## config.mk

```make
export PLATFORM = sky130hd
export DESIGN_NAME = mux4_rr_arbiter
export DESIGN_NICKNAME = d
export VERILOG_FILES = /design/src/rtl/mux4_rr_arbiter.sv
export SDC_FILE = /design/constraint.sdc
export NUM_CORES = 1
export LEC_CHECK = 0
export CORE_MARGIN = 8
export CORE_UTILIZATION = 49
export CTS_CLUSTER_DIAMETER = 50
export CTS_CLUSTER_SIZE = 10
export DETAILED_ROUTE_END_ITERATION = 7
export PLACE_DENSITY_LB_ADDON = 0.08
export SLEW_MARGIN = 40
export SYNTH_ARGS = -nofsm -noshare
export SYNTH_HDL_FRONTEND = slang
export SYNTH_SLANG_ARGS = --single-unit
```

## constraint.sdc

```tcl
create_clock -name clk -period 2.4 [get_ports clk]
set_input_delay 0.6 -clock clk [delete_from_list [all_inputs] [get_ports clk]]
set_output_delay 0.6 -clock clk [all_outputs]
set_load 0.03 [all_outputs]
```

## src/rtl/mux4_rr_arbiter.sv

```systemverilog
// Round-robin arbiter driving the select of a shared 4:1 mux, with a fairness
// pointer and a per-grant hold limit so a busy owner cannot starve the others.
module mux4_rr_arbiter #(
    parameter int HOLD_MAX = 8,
    parameter int CNT_W    = $clog2(HOLD_MAX)
) (
    input  logic       clk,
    input  logic       rst_n,
    input  logic [3:0] req,
    output logic [3:0] gnt,
    output logic [1:0] sel,
    output logic       valid
);

    typedef enum logic {IDLE, GRANT} state_t;

    state_t           state_q, state_d;
    logic [1:0]       ptr_q, ptr_d;
    logic [1:0]       sel_q, sel_d;
    logic [3:0]       gnt_q, gnt_d;
    logic [CNT_W-1:0] cnt_q, cnt_d;

    logic [1:0] owner_nxt;
    logic [3:0] others;

    function automatic logic [3:0] onehot(input logic [1:0] idx);
        onehot = 4'b0001 << idx;
    endfunction

    // First set bit of r scanning from p upwards (mod 4); lowest offset wins.
    function automatic logic [1:0] pick(input logic [3:0] r, input logic [1:0] p);
        logic [1:0] idx;
        pick = p;
        for (int k = 3; k >= 0; k--) begin
            idx = p + 2'(k);
            if (r[idx]) pick = idx;
        end
    endfunction

    always_comb begin
        state_d   = state_q;
        ptr_d     = ptr_q;
        sel_d     = sel_q;
        cnt_d     = cnt_q;
        owner_nxt = sel_q + 2'd1;
        others    = req & ~onehot(sel_q);

        case (state_q)
            IDLE: begin
                if (req != 4'b0000) begin
                    sel_d   = pick(req, ptr_q);
                    state_d = GRANT;
                    cnt_d   = '0;
                end
            end
            GRANT: begin
                if (!req[sel_q]) begin
                    ptr_d = owner_nxt;
                    cnt_d = '0;
                    if (req != 4'b0000) sel_d = pick(req, owner_nxt);
                    else                state_d = IDLE;
                end else if (cnt_q == CNT_W'(HOLD_MAX - 1)) begin
                    // Timed out: hand over only if someone else is waiting,
                    // otherwise the counter stays saturated.
                    if (others != 4'b0000) begin
                        sel_d = pick(others, owner_nxt);
                        ptr_d = owner_nxt;
                        cnt_d = '0;
                    end
                end else begin
                    cnt_d = cnt_q + 1'b1;
                end
            end
            default: state_d = IDLE;
        endcase

        gnt_d = (state_d == GRANT) ? onehot(sel_d) : 4'b0000;
    end

    always_ff @(posedge clk or negedge rst_n) begin
        if (!rst_n) begin
            state_q <= IDLE;
            ptr_q   <= 2'd0;
            sel_q   <= 2'd0;
            gnt_q   <= 4'b0000;
            cnt_q   <= '0;
        end else begin
            state_q <= state_d;
            ptr_q   <= ptr_d;
            sel_q   <= sel_d;
            gnt_q   <= gnt_d;
            cnt_q   <= cnt_d;
        end
    end

    assign gnt   = gnt_q;
    assign sel   = sel_q;
    assign valid = |gnt_q;

endmodule
```

; Yosys cells after proc, flatten, opt, wreduce, memory -nomap -nowiden
; Index checks and enable logic that the tools add are counted.
[totals]
output_inout_bits = 7
ff_bits = 12
input_bits = 6
elab_cells = 93
[op_classes]
n_mux = 56
n_shift = 2
n_addsub = 8
reduce_logical = 5
magnitude_cmp = 9
bitwise_logic = 3
n_eq_ne = 5
[op_table]
columns = op, n
row1 = 2-bit two-way mux, 20
row2 = "2-bit by 3-bit less-than comparator with 1-bit output, second input constant", 9
row3 = 1-bit binary-select mux with 2-bit select, 13
row4 = 1-bit two-way mux, 15
row5 = 3-bit two-way mux, 4
row6 = "2-bit adder, second input constant", 4
row7 = 4-bit nonzero test, 2
row8 = "1-bit by 2-bit left shift with 4-bit output, first input constant", 2
row9 = "2-bit by 1-bit adder with 2-bit output, second input constant", 3
row10 = 3-bit case mux with 2 select lines, 1
row11 = 4-bit AND, 1
row12 = 4-bit two-way mux, 1
row13 = "2-bit by 1-bit inequality test with 1-bit output, second input constant", 2
row14 = "4-bit by 3-bit inequality test with 1-bit output, second input constant", 1
row15 = 4-bit NOT, 1
row16 = 2-bit case mux with 2 select lines, 1
row17 = 4-bit OR reduction, 1
row18 = "3-bit by 1-bit adder with 3-bit output, second input constant", 1
row19 = "3-bit equality test, second input constant", 1
row20 = 3-bit AND reduction, 1
row21 = "2-bit inequality test, second input constant", 1
row22 = 1-bit case mux with 2 select lines, 1
row23 = 2-bit AND reduction, 1
row24 = 1-bit NOT, 1

; Longest topological paths before layout
[logic_depth]
word_depth = 15
mapped_depth = 10
mapped_depth_nobuf = 8

; Worst setup path before layout
; Ideal clock, no wire load.
[synth_timing]
path_kind = register to register
startpoint = register sel_q[0], in the netlist sel[0]
endpoint = register gnt_q[1], in the netlist gnt[1]
path_slack_ps = -80
setup_ps = 88
synth_period_minus_slack_ps = 2480
path_stages_with_launch = 9
arrival_time_ps = 2391
n_path_buf = 1
path_cell_list = dfrtp_1 buf_2 inv_1 ha_1 nand2b_1 a2111oi_0 nor3_1 a221oi_2 nor3b_1
[synth_between]
word_cells_on_any_way = 44
cone_classes = add/sub (4) / shift (2) / mux (35) / bitwise (2) / reduce/logical (1)
[synth_rtl]
columns = element, line
row1 = from (decl), 19  ; logic [1:0] sel_q, sel_d;
row2 = from (signal assigned), 90  ; sel_q <= sel_d;
row3 = 2-bit by 1-bit adder with 2-bit output (*), 45  ; owner_nxt = sel_q + 2'd1;
row4 = named net owner_nxt[0], 23  ; logic [1:0] owner_nxt;
row5 = 2-bit adder, 35  ; idx = p + 2'(k);
row6 = 1-bit binary-select mux with 2-bit select, 36  ; if (r[idx]) pick = idx;
row7 = 1-bit two-way mux (implied by the code), 36
row8 = 2-bit two-way mux (4 in series), 36
row9 = 2-bit two-way mux, 65  ; if (others != 4'b0000) begin
row10 = 2-bit two-way mux, 62  ; end else if (cnt_q == CNT_W'(HOLD_MAX - 1)) begin
row11 = 2-bit two-way mux (*), 57  ; if (!req[sel_q]) begin
row12 = 2-bit case mux with 2 select lines (*), 48  ; case (state_q)
row13 = named net sel_d[0], 19
row14 = 1-bit by 2-bit left shift with 4-bit output (*), 27  ; onehot = 4'b0001 << idx;
row15 = 4-bit two-way mux (*), 77  ; gnt_d = (state_d == GRANT) ? onehot(sel_d) : 4'b0000;
row16 = named net gnt_d[1], 20  ; logic [3:0] gnt_q, gnt_d;
row17 = to (signal assigned), 91  ; gnt_q <= gnt_d;
row18 = to (decl), 20
; Mark *: on every way through the listed nets, which the timed path passes. The rest lies on a longest branch. The select of a mux whose other input is x is not followed.
; A chain may end at the register's enable or synchronous reset.

; Worst setup path in the final report
; Ends and elaborated chain as after synthesis.

==> impl_metrics.env <==
export IMPL_min_path_type="register to register"
export IMPL_ys_seq_elements=12
export IMPL_drt_pass1_iter_count=4
export IMPL_p_leak_nw=0.687
export IMPL_tightestPinTransition_ns=0.597
export IMPL_numClockSinks=12
export IMPL_synth_compound_area_share_pct=29.7
export IMPL_grt_pass1_vias=1115
export IMPL_path_cells="inv_1 > ha_1 > nand2_1 > a2111oi_0 > nor3_1 > a221oi_4 > nor3b_2"
export IMPL_report_final_slew_viol_count=0
export IMPL_drc=0
export IMPL_run_status="complete, but fails checks"
export IMPL_synth_cell_types=46
export IMPL_synth_warnings=0
export IMPL_place_hpwl_um=2120
export IMPL_synth_top_family_by_area="compound AO/OA/AOI/OAI gates"
export IMPL_power_density_nw_per_um2=1230
export IMPL_path_class="register to register"
export IMPL_worst_slack_ns=-0.0331
export IMPL_fillCellCount=162
export IMPL_yosys_area_share_simple_pct=22.4
export IMPL_cp_top_family="compound AO/OA/AOI/OAI gates"
export IMPL_skew_ns=0.00554
export IMPL_critPathLaunchType="register"
export IMPL_r2r_slack_ns=-0.03
export IMPL_synth_mux_area_share_pct=5.97
export IMPL_place_ws_ns=-0.382
export IMPL_ys_seq_area_share_pct=28.1
export IMPL_setup_viol=2
export IMPL_synth_xor_area_share_pct=0
export IMPL_antenna_found_initial=0
export IMPL_worstPathArrival_ns=2.63
export IMPL_wl_per_cell_um=15.9
export IMPL_max_stage_delay_ns=0.61
export IMPL_wirelength_um=2970
export IMPL_irDropWorstVdd_uv=816
export IMPL_area_delta_synth_final_pct=39.7
export IMPL_root_buffer="clkbuf_4"
export IMPL_num_rows=17
export IMPL_place_congestion=0.880
export IMPL_cp_max_fo=8
export IMPL_syn_mean_instance_area_um2=9.06
export IMPL_io_pins=13
export IMPL_drtIter0Drc=40
export IMPL_cts_max_level=1
export IMPL_synth_fp_nets=130
export IMPL_hold_viol=0
export IMPL_die_y_um=62.7
export IMPL_clock_latency_ns=0.27
export IMPL_antenna_left=0
export IMPL_place_inst=178
export IMPL_violations="setup timing"
export IMPL_ff2ff_path_depth=7
export IMPL_critPathSlowestCell="a2111oi_0"
export IMPL_synthAdderAreaFrac_pct=7.03
export IMPL_min_period_ns=2.43
export IMPL_drv_cap=0
export IMPL_cts_path_max_buffers=2
export IMPL_crit_buf_inv=1
export IMPL_endpoint="gnt[1]"
export IMPL_syn_inst=118
export IMPL_vias=1065
export IMPL_cp_required_ns=2.59
export IMPL_dieArea_um2=3930
export IMPL_cp_end_kind="register"
export IMPL_max_clock_freq_ghz=0.411
export IMPL_min_period_over_period_pct=101
export IMPL_hold_buffers=0
export IMPL_grt_pass1_wl_um=4950
export IMPL_cp_num_cells=7
export IMPL_fin_cells=186
export IMPL_maxSlewHeadroom_pct=59.1
export IMPL_track_usage_pct=15.0
export IMPL_clk_pin_slew_ns=0.07
export IMPL_power_mw=1.84
export IMPL_cts_tree="yes"
export IMPL_async_flop_share_pct=100
export IMPL_initial_utilization_pct=50.2
export IMPL_crit_path_start="sel[0]"
export IMPL_ys_flop_type="dfrtp_1"
export IMPL_fp_dieW_um=62.7
export IMPL_core_um2=2130
export IMPL_io_buffers=12
export IMPL_r2r_end="gnt[1]"
export IMPL_r2r_start="sel[0]"
export IMPL_diodes=0
export IMPL_grt_max_degree=14
export IMPL_netlist_area_um2=1070
export IMPL_routed_via_density=5.73
export IMPL_cts_buffers=3
export IMPL_drive_above_1_share_pct=31.0
export IMPL_fin_nets=171
export IMPL_grt_overflow=0
export IMPL_synth_edf_count=0
[kinds of logic (layout without fill, tap and decap cells)]
group,Yosys count,after routing
DFF,12,12
and+or+nand+nor,40,40
AOI/OAI and AO/OA,40,40
muxes,5,5
adders and majority gates,6,6
buffers and inverters,15,55
[worst min path at each step]
stage | start | end | slack (ns) | cells after the start
finish | cnt_q[0] | cnt_q[0] | 0.51 | 1
global route | cnt_q[0] | cnt_q[0] | 0.55 | 1
CTS | cnt_q[0] | cnt_q[0] | 0.51 | 1
detailed placement | cnt_q[0] | cnt_q[0] | 0.50 | 1
global placement | cnt_q[0] | cnt_q[0] | 0.49 | 1
floorplan | rst_n | cnt_q[0] | 0.30 | 0
[cells in the mapped netlist, types with 2 or more instances]
library cell,number,area share [%]
nand4_1,2,1.2
inv_1,7,2.5
nor2b_1,4,2.3
a21o_1,2,1.4
nand2_1,7,2.5
a21oi_1,8,3.7
dfrtp_1,12,28
o21a_1,2,1.4
a31oi_1,3,1.8
a2111oi_0,2,1.6
nand2b_1,7,4.1
o21ai_0,6,2.8
buf_6,2,2.1
nor3b_1,3,2.1
mux2i_1,3,2.8
o22ai_1,2,1.2
ha_1,6,7.0
nor2_1,4,1.4
nor4b_1,2,1.6
clkbuf_1,5,1.8
nor3_1,4,1.9
[metrics by stage]
step / cell area, µm² / setup TNS [ns] / hold WS [ns] / utilization (%)
detailed placement: 1390 / -1.85 / 0.500 / 65.3
floorplan: 1070 / 0 / 0.304 / -
global placement: 1390 / -1.59 / 0.486 / 65.3
global route: 1490 / -0.165 / 0.551 / 70.2
finish: 1490 / -0.0434 / 0.514 / 70.2
CTS: 1470 / 0 / 0.511 / 69.2
[metal layers]
layer	part of all wire, %	global-route usage (%)	up-vias
met5	0	0	-
met4	0.40	3.42	0
met3	5.4	4.66	2
met2	49	25.7	32
met1	45	17.9	503
li1	-	-	528
[repair_timing]
action,in CTS,in global routing
pin swaps,3,3
setup buffers,4,0
endpoints found under the setup margin,4,4
resized for setup,7,4
[flip-flops by register name, summed over array words and instances (netlist names)]
signal and cells:
ptr_q 2, sel 2, cnt_q 3, state_q 1, gnt 4
[worst reg2reg max path, delay by kind of cell, from the launching register on]
kind                       cells  cell delay, ns
and+or+nand+nor                3            0.52
AOI/OAI and AO/OA              2            0.96
DFF                            1            0.36
buffers and inverters          1            0.08
adders and majority gates      1            0.43
[placed cells by master (no fill, tap or decap), drive strengths merged, types with 2 or more instances in the layout]
master          n
nand2           7
dlymetal6s2s    2
clkbuf          4
nand2b          7
nor2b           4
a221oi          2
o21a            2
nor3b           3
ha              6
dlygate4sd2     2
nor4b           2
a21oi           8
a2111oi         2
nand4           2
o221ai          2
o21ai           6
buf            32
nor2            4
dfrtp          12
inv             7
a21o            2
o22ai           2
nor3            4
clkdlybuf4s50   8
mux2i           3
a31oi           3
[where the power goes]
group | switching [mW] | internal (mW)
logic | 0.691 | 0.647
registers | 0.0569 | 0.286
clock network | 0.0661 | 0.0923
total | 0.814 | 1.03
[cell type report]
| class | instances | area [µm²] | area share, % |
|---|---|---|---|
| clock buffers | 4 | 36.3 | 2.43 |
| repair buffers | 44 | 363 | 24.3 |
| flip-flops and latches | 12 | 302 | 20.2 |
| inverters | 7 | 26.3 | 1.76 |
| multi-input cells | 91 | 731 | 49.0 |
| well taps | 28 | 35.0 | 2.35 |
No activity file was read; power rests on OpenSTA's default activity.
